<file path="config.mk">
export PLATFORM = sky130hd
export DESIGN_NAME = seg7_scan_driver
export DESIGN_NICKNAME = d
export VERILOG_FILES = /design/src/rtl/seg7_pkg.sv /design/src/rtl/seg7_hex_decode.sv /design/src/rtl/seg7_scan_driver.sv
export SDC_FILE = /design/constraint.sdc
export NUM_CORES = 1
export LEC_CHECK = 0
export ABC_AREA = 1
export CORE_MARGIN = 4
export CORE_UTILIZATION = 49
export DETAILED_ROUTE_END_ITERATION = 7
export PLACE_DENSITY = 0.75
export SYNTH_ARGS = -nofsm -noshare
export SYNTH_HDL_FRONTEND = slang
export SYNTH_SLANG_ARGS = --single-unit
</file>
<file path="constraint.sdc">
create_clock -name clk -period 1.6 [get_ports clk]
set_input_delay 0.32 -clock clk [delete_from_list [all_inputs] [get_ports clk]]
set_output_delay 0.32 -clock clk [all_outputs]
set_load 0.03 [all_outputs]
</file>
<file path="src/rtl/seg7_pkg.sv">
// Shared seven-segment definitions: blank patterns, hex font and polarity handling.
package seg7_pkg;

    localparam logic [6:0] SEG_OFF_ACTIVE_LOW  = 7'h7F;
    localparam logic [6:0] SEG_OFF_ACTIVE_HIGH = 7'h00;

    // Active-high font, bit order {g,f,e,d,c,b,a}.
    localparam logic [6:0] HEX_FONT [16] = '{
        7'h3F, 7'h06, 7'h5B, 7'h4F, 7'h66, 7'h6D, 7'h7D, 7'h07,
        7'h7F, 7'h6F, 7'h77, 7'h7C, 7'h39, 7'h5E, 7'h79, 7'h71
    };

    function automatic logic [6:0] seg_polarity(input logic [6:0] pat_hi, input bit active_low);
        return active_low ? ~pat_hi : pat_hi;
    endfunction

    function automatic logic [6:0] seg_off(input bit active_low);
        return active_low ? SEG_OFF_ACTIVE_LOW : SEG_OFF_ACTIVE_HIGH;
    endfunction

endpackage

</file>
<file path="src/rtl/seg7_hex_decode.sv">
// Combinational hex-nibble to seven-segment pattern decoder with selectable polarity.
module seg7_hex_decode #(
    parameter bit ACTIVE_LOW = 1'b1
) (
    input  logic [3:0] nibble_i,
    output logic [6:0] seg_o
);
    import seg7_pkg::*;

    always_comb begin
        seg_o = seg_polarity(HEX_FONT[nibble_i], ACTIVE_LOW);
    end

endmodule

</file>
<file path="src/rtl/seg7_scan_driver.sv">
// Time-multiplexed seven-segment scan controller with per-slot blanking gap and
// frame-synchronous input snapshot.
module seg7_scan_driver #(
    parameter int unsigned DIGITS         = 4,
    parameter int unsigned SCAN_DIV       = 50000,
    parameter int unsigned BLANK_CYCLES   = 2,
    parameter bit          SEG_ACTIVE_LOW = 1'b1
) (
    input  logic                  clk,
    input  logic                  rst,
    input  logic [4*DIGITS-1:0]   data,
    input  logic [DIGITS-1:0]     digit_en,
    input  logic [DIGITS-1:0]     dp,
    output logic [6:0]            seg,
    output logic                  seg_oe,
    output logic                  dp_out,
    output logic [DIGITS-1:0]     an,
    output logic                  frame_tick
);
    import seg7_pkg::*;

    localparam int unsigned IDX_W   = (DIGITS > 1) ? $clog2(DIGITS) : 1;
    localparam int unsigned PRESC_W = $clog2(SCAN_DIV);

    localparam logic [PRESC_W-1:0] PRESC_LAST = PRESC_W'(SCAN_DIV - 1);
    localparam logic [PRESC_W-1:0] BLANK_LIM  = PRESC_W'(BLANK_CYCLES);
    localparam logic [IDX_W-1:0]   IDX_LAST   = IDX_W'(DIGITS - 1);
    localparam logic [6:0]         SEG_OFF    = seg_off(SEG_ACTIVE_LOW);
    localparam logic               DP_OFF     = SEG_ACTIVE_LOW;
    localparam logic               DP_ON      = !SEG_ACTIVE_LOW;

    typedef enum logic {
        ST_BLANK = 1'b0,
        ST_SHOW  = 1'b1
    } scan_state_e;

    // Counter stage
    logic [PRESC_W-1:0] presc_q, presc_d;
    logic [IDX_W-1:0]   idx_q, idx_d;
    logic               frame_start;

    // Frame snapshot
    logic [4*DIGITS-1:0] snap_data_q;
    logic [DIGITS-1:0]   snap_en_q;
    logic [DIGITS-1:0]   snap_dp_q;

    // State stage, one cycle behind the counters
    scan_state_e        state_q, state_d;
    logic [IDX_W-1:0]   st_idx_q, st_idx_d;
    logic               st_first_q, st_first_d;

    // Output stage
    logic [6:0]         seg_q, seg_d;
    logic               seg_oe_q, seg_oe_d;
    logic               dp_out_q, dp_out_d;
    logic [DIGITS-1:0]  an_q, an_d;
    logic               frame_tick_q, frame_tick_d;

    logic [3:0]         cur_nib;
    logic               cur_en;
    logic               cur_dp;
    logic [DIGITS-1:0]  cur_an;
    logic [6:0]         cur_seg;

    always_comb begin
        presc_d     = (presc_q == PRESC_LAST) ? '0 : presc_q + PRESC_W'(1);
        idx_d       = idx_q;
        if (presc_q == PRESC_LAST) begin
            idx_d = (idx_q == IDX_LAST) ? '0 : idx_q + IDX_W'(1);
        end
        frame_start = (presc_q == '0) && (idx_q == '0);
        state_d     = (presc_q < BLANK_LIM) ? ST_BLANK : ST_SHOW;
        st_idx_d    = idx_q;
        st_first_d  = frame_start;
    end

    always_ff @(posedge clk) begin
        if (rst) begin
            presc_q    <= '0;
            idx_q      <= '0;
            state_q    <= ST_BLANK;
            st_idx_q   <= '0;
            st_first_q <= 1'b0;
        end else begin
            presc_q    <= presc_d;
            idx_q      <= idx_d;
            state_q    <= state_d;
            st_idx_q   <= st_idx_d;
            st_first_q <= st_first_d;
        end
    end

    // Captured on the same edge that loads the slot-0 blank state, so the last
    // output cycle of the previous frame still reads the old snapshot.
    always_ff @(posedge clk) begin
        if (rst) begin
            snap_data_q <= '0;
            snap_en_q   <= '0;
            snap_dp_q   <= '0;
        end else if (frame_start) begin
            snap_data_q <= data;
            snap_en_q   <= digit_en;
            snap_dp_q   <= dp;
        end
    end

    always_comb begin
        cur_nib = '0;
        cur_en  = 1'b0;
        cur_dp  = 1'b0;
        cur_an  = '1;
        for (int unsigned k = 0; k < DIGITS; k++) begin
            if (st_idx_q == IDX_W'(k)) begin
                cur_nib   = snap_data_q[4*k +: 4];
                cur_en    = snap_en_q[k];
                cur_dp    = snap_dp_q[k];
                cur_an[k] = 1'b0;
            end
        end
    end

    seg7_hex_decode #(
        .ACTIVE_LOW (SEG_ACTIVE_LOW)
    ) u_decode (
        .nibble_i (cur_nib),
        .seg_o    (cur_seg)
    );

    always_comb begin
        seg_d        = SEG_OFF;
        dp_out_d     = DP_OFF;
        an_d         = '1;
        seg_oe_d     = 1'b0;
        frame_tick_d = st_first_q;
        if ((state_q == ST_SHOW) && cur_en) begin
            seg_d    = cur_seg;
            dp_out_d = cur_dp ? DP_ON : DP_OFF;
            an_d     = cur_an;
            seg_oe_d = 1'b1;
        end
    end

    always_ff @(posedge clk) begin
        if (rst) begin
            seg_q        <= SEG_OFF;
            dp_out_q     <= DP_OFF;
            an_q         <= '1;
            seg_oe_q     <= 1'b0;
            frame_tick_q <= 1'b0;
        end else begin
            seg_q        <= seg_d;
            dp_out_q     <= dp_out_d;
            an_q         <= an_d;
            seg_oe_q     <= seg_oe_d;
            frame_tick_q <= frame_tick_d;
        end
    end

    assign seg        = seg_q;
    assign seg_oe     = seg_oe_q;
    assign dp_out     = dp_out_q;
    assign an         = an_q;
    assign frame_tick = frame_tick_q;

endmodule

</file>
## Yosys cells after proc, flatten, opt, wreduce, memory -nomap -nowiden

Memories as Yosys holds them, arrays and structs flattened.
Cells that the tools add are included.

| storage, ports and cells | value |
|---|---|
| register bits after elaboration | 60 |
| memory bits (read-only) | 112 |
| input port bits | 26 |
| output and inout bits | 14 |
| logic and storage cells | 55 |
| memories | 1 |

| cells by class | value |
|---|---|
| add/sub/neg operators | 2 |
| $lt $le $gt $ge | 2 |
| equal/unequal tests | 5 |
| muxes and demuxes | 22 |
| bitwise gates (word level) | 3 |
| reduce and logical (&&, ||, !) cells | 7 |

Memory list:

| memory | words | bits a word | read ports | clocked after memory_dff | write ports | line | source |
|---|---|---|---|---|---|---|---|
| (no name shown) | 16 | 7 | 1 | 0 | 0 | seg7_hex_decode.sv:11 | `seg_o = seg_polarity(HEX_FONT[nibble_i], ACTIVE_LOW);` |

Operator list:

| kind | number |
|---|---|
| $add 16x1->16 const B | 1 |
| $eq 16x16->1 const B | 1 |
| $logic_not 16->1 | 1 |
| $lt 16x2->1 const B | 1 |
| $mux 4 | 4 |
| $mux 1 | 15 |
| $mux 7 | 2 |
| $not 7->7 | 1 |
| $eq 2x2->1 const B | 3 |
| $ge 5x5->1 const B | 1 |
| $not 4->5 | 1 |
| $logic_not 2->1 | 2 |
| $reduce_or 2->1 | 2 |
| $add 2x1->2 const B | 1 |
| $eq 2x1->1 const B | 1 |
| $logic_and 1x1->1 | 2 |
| $mux 2 | 1 |
| $not 1->1 | 1 |

## Longest topological paths before layout

| depth | value |
|---|---|
| word-level depth | 10 |
| mapped depth | 13 |
| depth with buffers taken out | 12 |

## Cells and area by module

From an unflattened synthesis, not the netlist that was laid out.

| unflattened totals | value |
|---|---|
| cells, all modules | 452 |
| area total of the unflattened synthesis | 3140.5 µm² |

Modules (own cells, without submodules):

| module | times used | cells an instance | area an instance (µm²) | seq. area each (µm²) |
|---|---|---|---|---|
| seg7_scan_driver | 1 | 404 | 2879.0 | 1201.2 |
| seg7_hex_decode | 1 | 48 | 261.5 | 0.0 |

## Worst setup path before layout

No wires, ideal clock.

| path | value |
|---|---|
| path type | flip-flop to flip-flop |
| start point | register st_idx_q[0] |
| end point | register seg_q[3] (netlist: seg[3]) |
| setup time | 115 ps |
| data arrival time | 1420 ps |
| required time | 1485 ps |
| path slack | 65 ps |
| cell stages (with the launch flop) | 12 |
| path buffers | 1 |
| period minus slack after synthesis | 1535 ps |
| cells stage by stage | dfxtp_1 buf_4 nand2_1 inv_2 nand2_1 nand2_1 inv_1 ha_1 nand3_1 nand3_1 nand2_1 nand2_1 |

| between the ends | value |
|---|---|
| longest elaborated chain between the ends | 10 |
| elaborated cells on any way between the ends | 20 |
| classes of those cells | eq/ne (3); mux (10); bitwise (3); reduce/logical (3); memory (1) |

RTL lines:

| element | line | source |
|---|---|---|
| start, declared | seg7_scan_driver.sv:49 | `logic [IDX_W-1:0] st_idx_q, st_idx_d;` |
| start signal, assigned | seg7_scan_driver.sv:88 | `st_idx_q <= st_idx_d;` |
| $logic_not 2->1 | seg7_scan_driver.sv:113 | `if (st_idx_q == IDX_W'(k)) begin` |
| $mux 4 (4 in series) | seg7_scan_driver.sv:113 |  |
| $not 4->5 (implied by the code) | seg7_hex_decode.sv:11 |  |
| $mem_v2 16x7 | -- |  |
| $mux 7 (implied by the code) (2 in series) | seg7_hex_decode.sv:11 |  |
| $not 7->7 | seg7_pkg.sv:14 | `return active_low ? ~pat_hi : pat_hi;` |
| end signal, assigned | seg7_scan_driver.sv:151 | `seg_q <= seg_d;` |
| end, declared | seg7_scan_driver.sv:53 | `logic [6:0] seg_q, seg_d;` |

Parallel ways exist; a longest one is shown, timed or not. The select of a mux whose other input is x is not followed.
A chain may end at the register's enable or synchronous reset.

## Worst setup path in the final report

| path | value |
|---|---|
| start point | register st_idx_q[1] |
| end point | register seg_q[2] (netlist: seg[2]) |

Same word-level chain as after synthesis.

==> impl_metrics.toml <==
[global_route]
grt_pass1_vias = 2395
antenna_found_initial = 0
grt_pass1_wl_um = 10600
grt_usage_pct = 18.0
overflow = 0
grt_max_degree = 50

[setup_path]
r2r_start = "st_idx_q[1]$_SDFF_PP0_"
worstSetupPathType = "reg2reg"
required_ns = 1.82
arrival_ns = 1.79
crit_fanout = 6
rr_endpoint = "seg[2]$_SDFF_PP1_"
critPathCapture = "seg[2]$_SDFF_PP1_"
crit_path_start_kind = "flop"
cp-end-kind = "flop"
startpoint = "st_idx_q[1]$_SDFF_PP0_"
r2r_setup_slack_ns = 0.03
rr_worst_depth = 11

[clocking]
cts-root-buf = "clkbuf_8"
cts_buffer_depth = 2
clk_latency_ns = 0.34
cts.sinks = 60
holdBufCountCts = 0
cts_inserted_buffers = 9
clkTransAtPathRegs_ns = 0.07
cts_tree = "done"
htreeDepth = 3

[timing]
rsz0062_at_grt = "yes"
finalSetupViolations = 0
timing.final.ws_setup_ns = 0.0276
fin_skew_ns = 0.0127
post-route-period-util_pct = 98.3
slew_viol_final = 0
fmax_ghz = 0.636
hold_viol_final = 0
worst_pin_slew_ns = 0.386
fin_crit_ns = 1.57
slew_headroom_pct = 74.1

[floorplanning]
core_area_um2 = 5640
fp-row-count = 27
die_h_um = 85.1
die-area_um2 = 7240
pin_count = 40
start_util_pct = 51.7
fp.dieW_um = 85.1

[finish]
final_common_cell = "nand2_1"
final_util_pct = 67.2
syn2layout_area_growth_pct = 30.1
fin_nets = 524
final_layout_size_suffix_gt1_share_pct = 17.7
insertedDiodeCount = 0
layout_common_cells = "nand2_1, nor2_1, dfxtp_1, inv_1, nand3_1"

[routing]
via_per_inst = 4.92
drc = 0
wl_per_cell_um = 11.9
vias = 2773
routed_wl_um = 6720
dr.pass1.iters = 4
drtAntennaViolNets = 0
drt-initial-drc-count = 117

[power]
vdd_drop_max_mv = 0.482
power.density_nw_per_um2 = 918
p_leak_nw = 1.66

[logic_synthesis]
synth.cell_area_um2 = 2910
synth_seq_area_share_pct = 41.2
syn-instance-count = 423
ys_top_cells_by_area = "dfxtp_1, nand2_1, nor2_1"
yosysUniqueCellTypes = 28
synth_edf_count = 0
synth_top_flop_cell = "dfxtp_1"
ys_warn_count = 0
synth_seq_cells = 60
yosysTopAreaCell = "dfxtp_1"
syn_avg_cell_area_um2 = 6.89
syn-num-nets = 460
async_flop_share_pct = 0
synth_top_area_share_pct = 41.2

[place]
dp_hpwl_um = 4540
port_buffers = 39
routabilityCongestion = 0.905
place_ws_ns = -0.0980

[run_status]
outcome = "finished, final reports clean"

[run]
drv_cap = 0

[min_path]
hold_path.class = "reg2reg"
[stage by stage]
| step | hold WS (ns) | power (mW) | instances | area (um2) | setup TNS (ns) |
|---|---|---|---|---|---|
| 6_report | 0.405 | 3.48 | 564 | 3790 | 0 |
| 5_1_grt | 0.424 | 3.67 | 564 | 3790 | -0.407 |
| 4_1_cts | 0.409 | 3.46 | 557 | 3650 | 0 |
| 3_5_place_dp | 0.398 | 2.21 | 541 | 3470 | -0.418 |
| 3_3_place_gp | 0.392 | 2.20 | 541 | 3470 | -0.0862 |
| 2_1_floorplan | 0.388 | 2.04 | 423 | 2910 | 0 |
[worst min-delay path by stage]
stage	cells after the start	end	from
floorplan	2	frame_tick$_SDFF_PP0_	frame_tick_d$_SDFF_PP0_
global placement	2	frame_tick$_SDFF_PP0_	frame_tick_d$_SDFF_PP0_
detailed placement	2	frame_tick$_SDFF_PP0_	frame_tick_d$_SDFF_PP0_
CTS	2	frame_tick$_SDFF_PP0_	frame_tick_d$_SDFF_PP0_
global route	2	frame_tick$_SDFF_PP0_	frame_tick_d$_SDFF_PP0_
finish	2	frame_tick$_SDFF_PP0_	frame_tick_d$_SDFF_PP0_
[synth_stat cells, types with 3 or more instances]
master	n
nand2_1	118
nor2_1	71
dfxtp_1	60
inv_1	48
nand3_1	32
a21oi_1	13
ha_1	11
nor2_2	11
o21ai_0	9
inv_2	7
nor3_1	7
nand4_1	5
nor3_2	5
buf_4	3
clkbuf_1	3
xor2_1	3
[final cells by class]
type	count	area [um2]
fillers	481	1850
multi-input cells	299	1530
flip-flops and latches	60	1210
repair buffers	62	574
inverters	55	209
clock buffers	15	176
well taps	72	90.1
clock inverters	1	5.00
[critical path: stages, from the launching register on]
cell and delay (ns):
dfxtp_4 0.40, buf_4 0.15, nand3_2 0.08, nand3_2 0.09, nand2_2 0.07, inv_2 0.08
ha_2 0.17, inv_1 0.04, nand3_1 0.07, nor2_1 0.06, nor2_1 0.17, nand2_1 0.07
[timing repair]
action / CTS / global route
resized for setup: 20 / 27
pin swaps: 0 / 8
endpoints found under the setup margin: 20 / 22
setup buffers: 0 / 6
gates cloned: 0 / 1
[kinds of logic (layout without fill, tap and decap cells)]
| family | after synthesis | count (layout) | synth area share [%] |
|---|---|---|---|
| AOI/OAI and AO/OA | 26 | 26 | 5.02 |
| xor gates and xnor gates | 3 | 3 | 0.902 |
| adders and majority gates | 11 | 11 | 4.72 |
| buffers and inverters | 65 | 133 | 9.36 |
| DFF | 60 | 60 | 41.2 |
| and+or+nand+nor | 258 | 259 | 38.8 |
[report_power, final]
part           internal (mW)  switching (mW)  total [mW]
registers               1.58          0.0369        1.62
clock network          0.689           0.557        1.25
logic                  0.259           0.357       0.616
total                   2.53           0.951        3.48
[layer usage]
metal / routed length, um / vias to the layer above / track usage (%)
li1: - / 1431 / -
met1: 3110 / 1251 / 24.5
met2: 3080 / 77 / 27.0
met3: 398 / 14 / 4.08
met4: 135 / 0 / 8.20
met5: 0 / - / 0
[registers in the layout, summed over array words and instances (netlist names)]
signal and flops:
snap_data_q 16, snap_dp_q 4, seg_oe 1, dp_out 1, an 4, st_idx_q 2
idx_q 2, frame_tick 1, presc_q 16, snap_en_q 4, state_q 1, frame_tick_d 1
seg 7
Note: power is estimated with default switching activity, not from simulation.
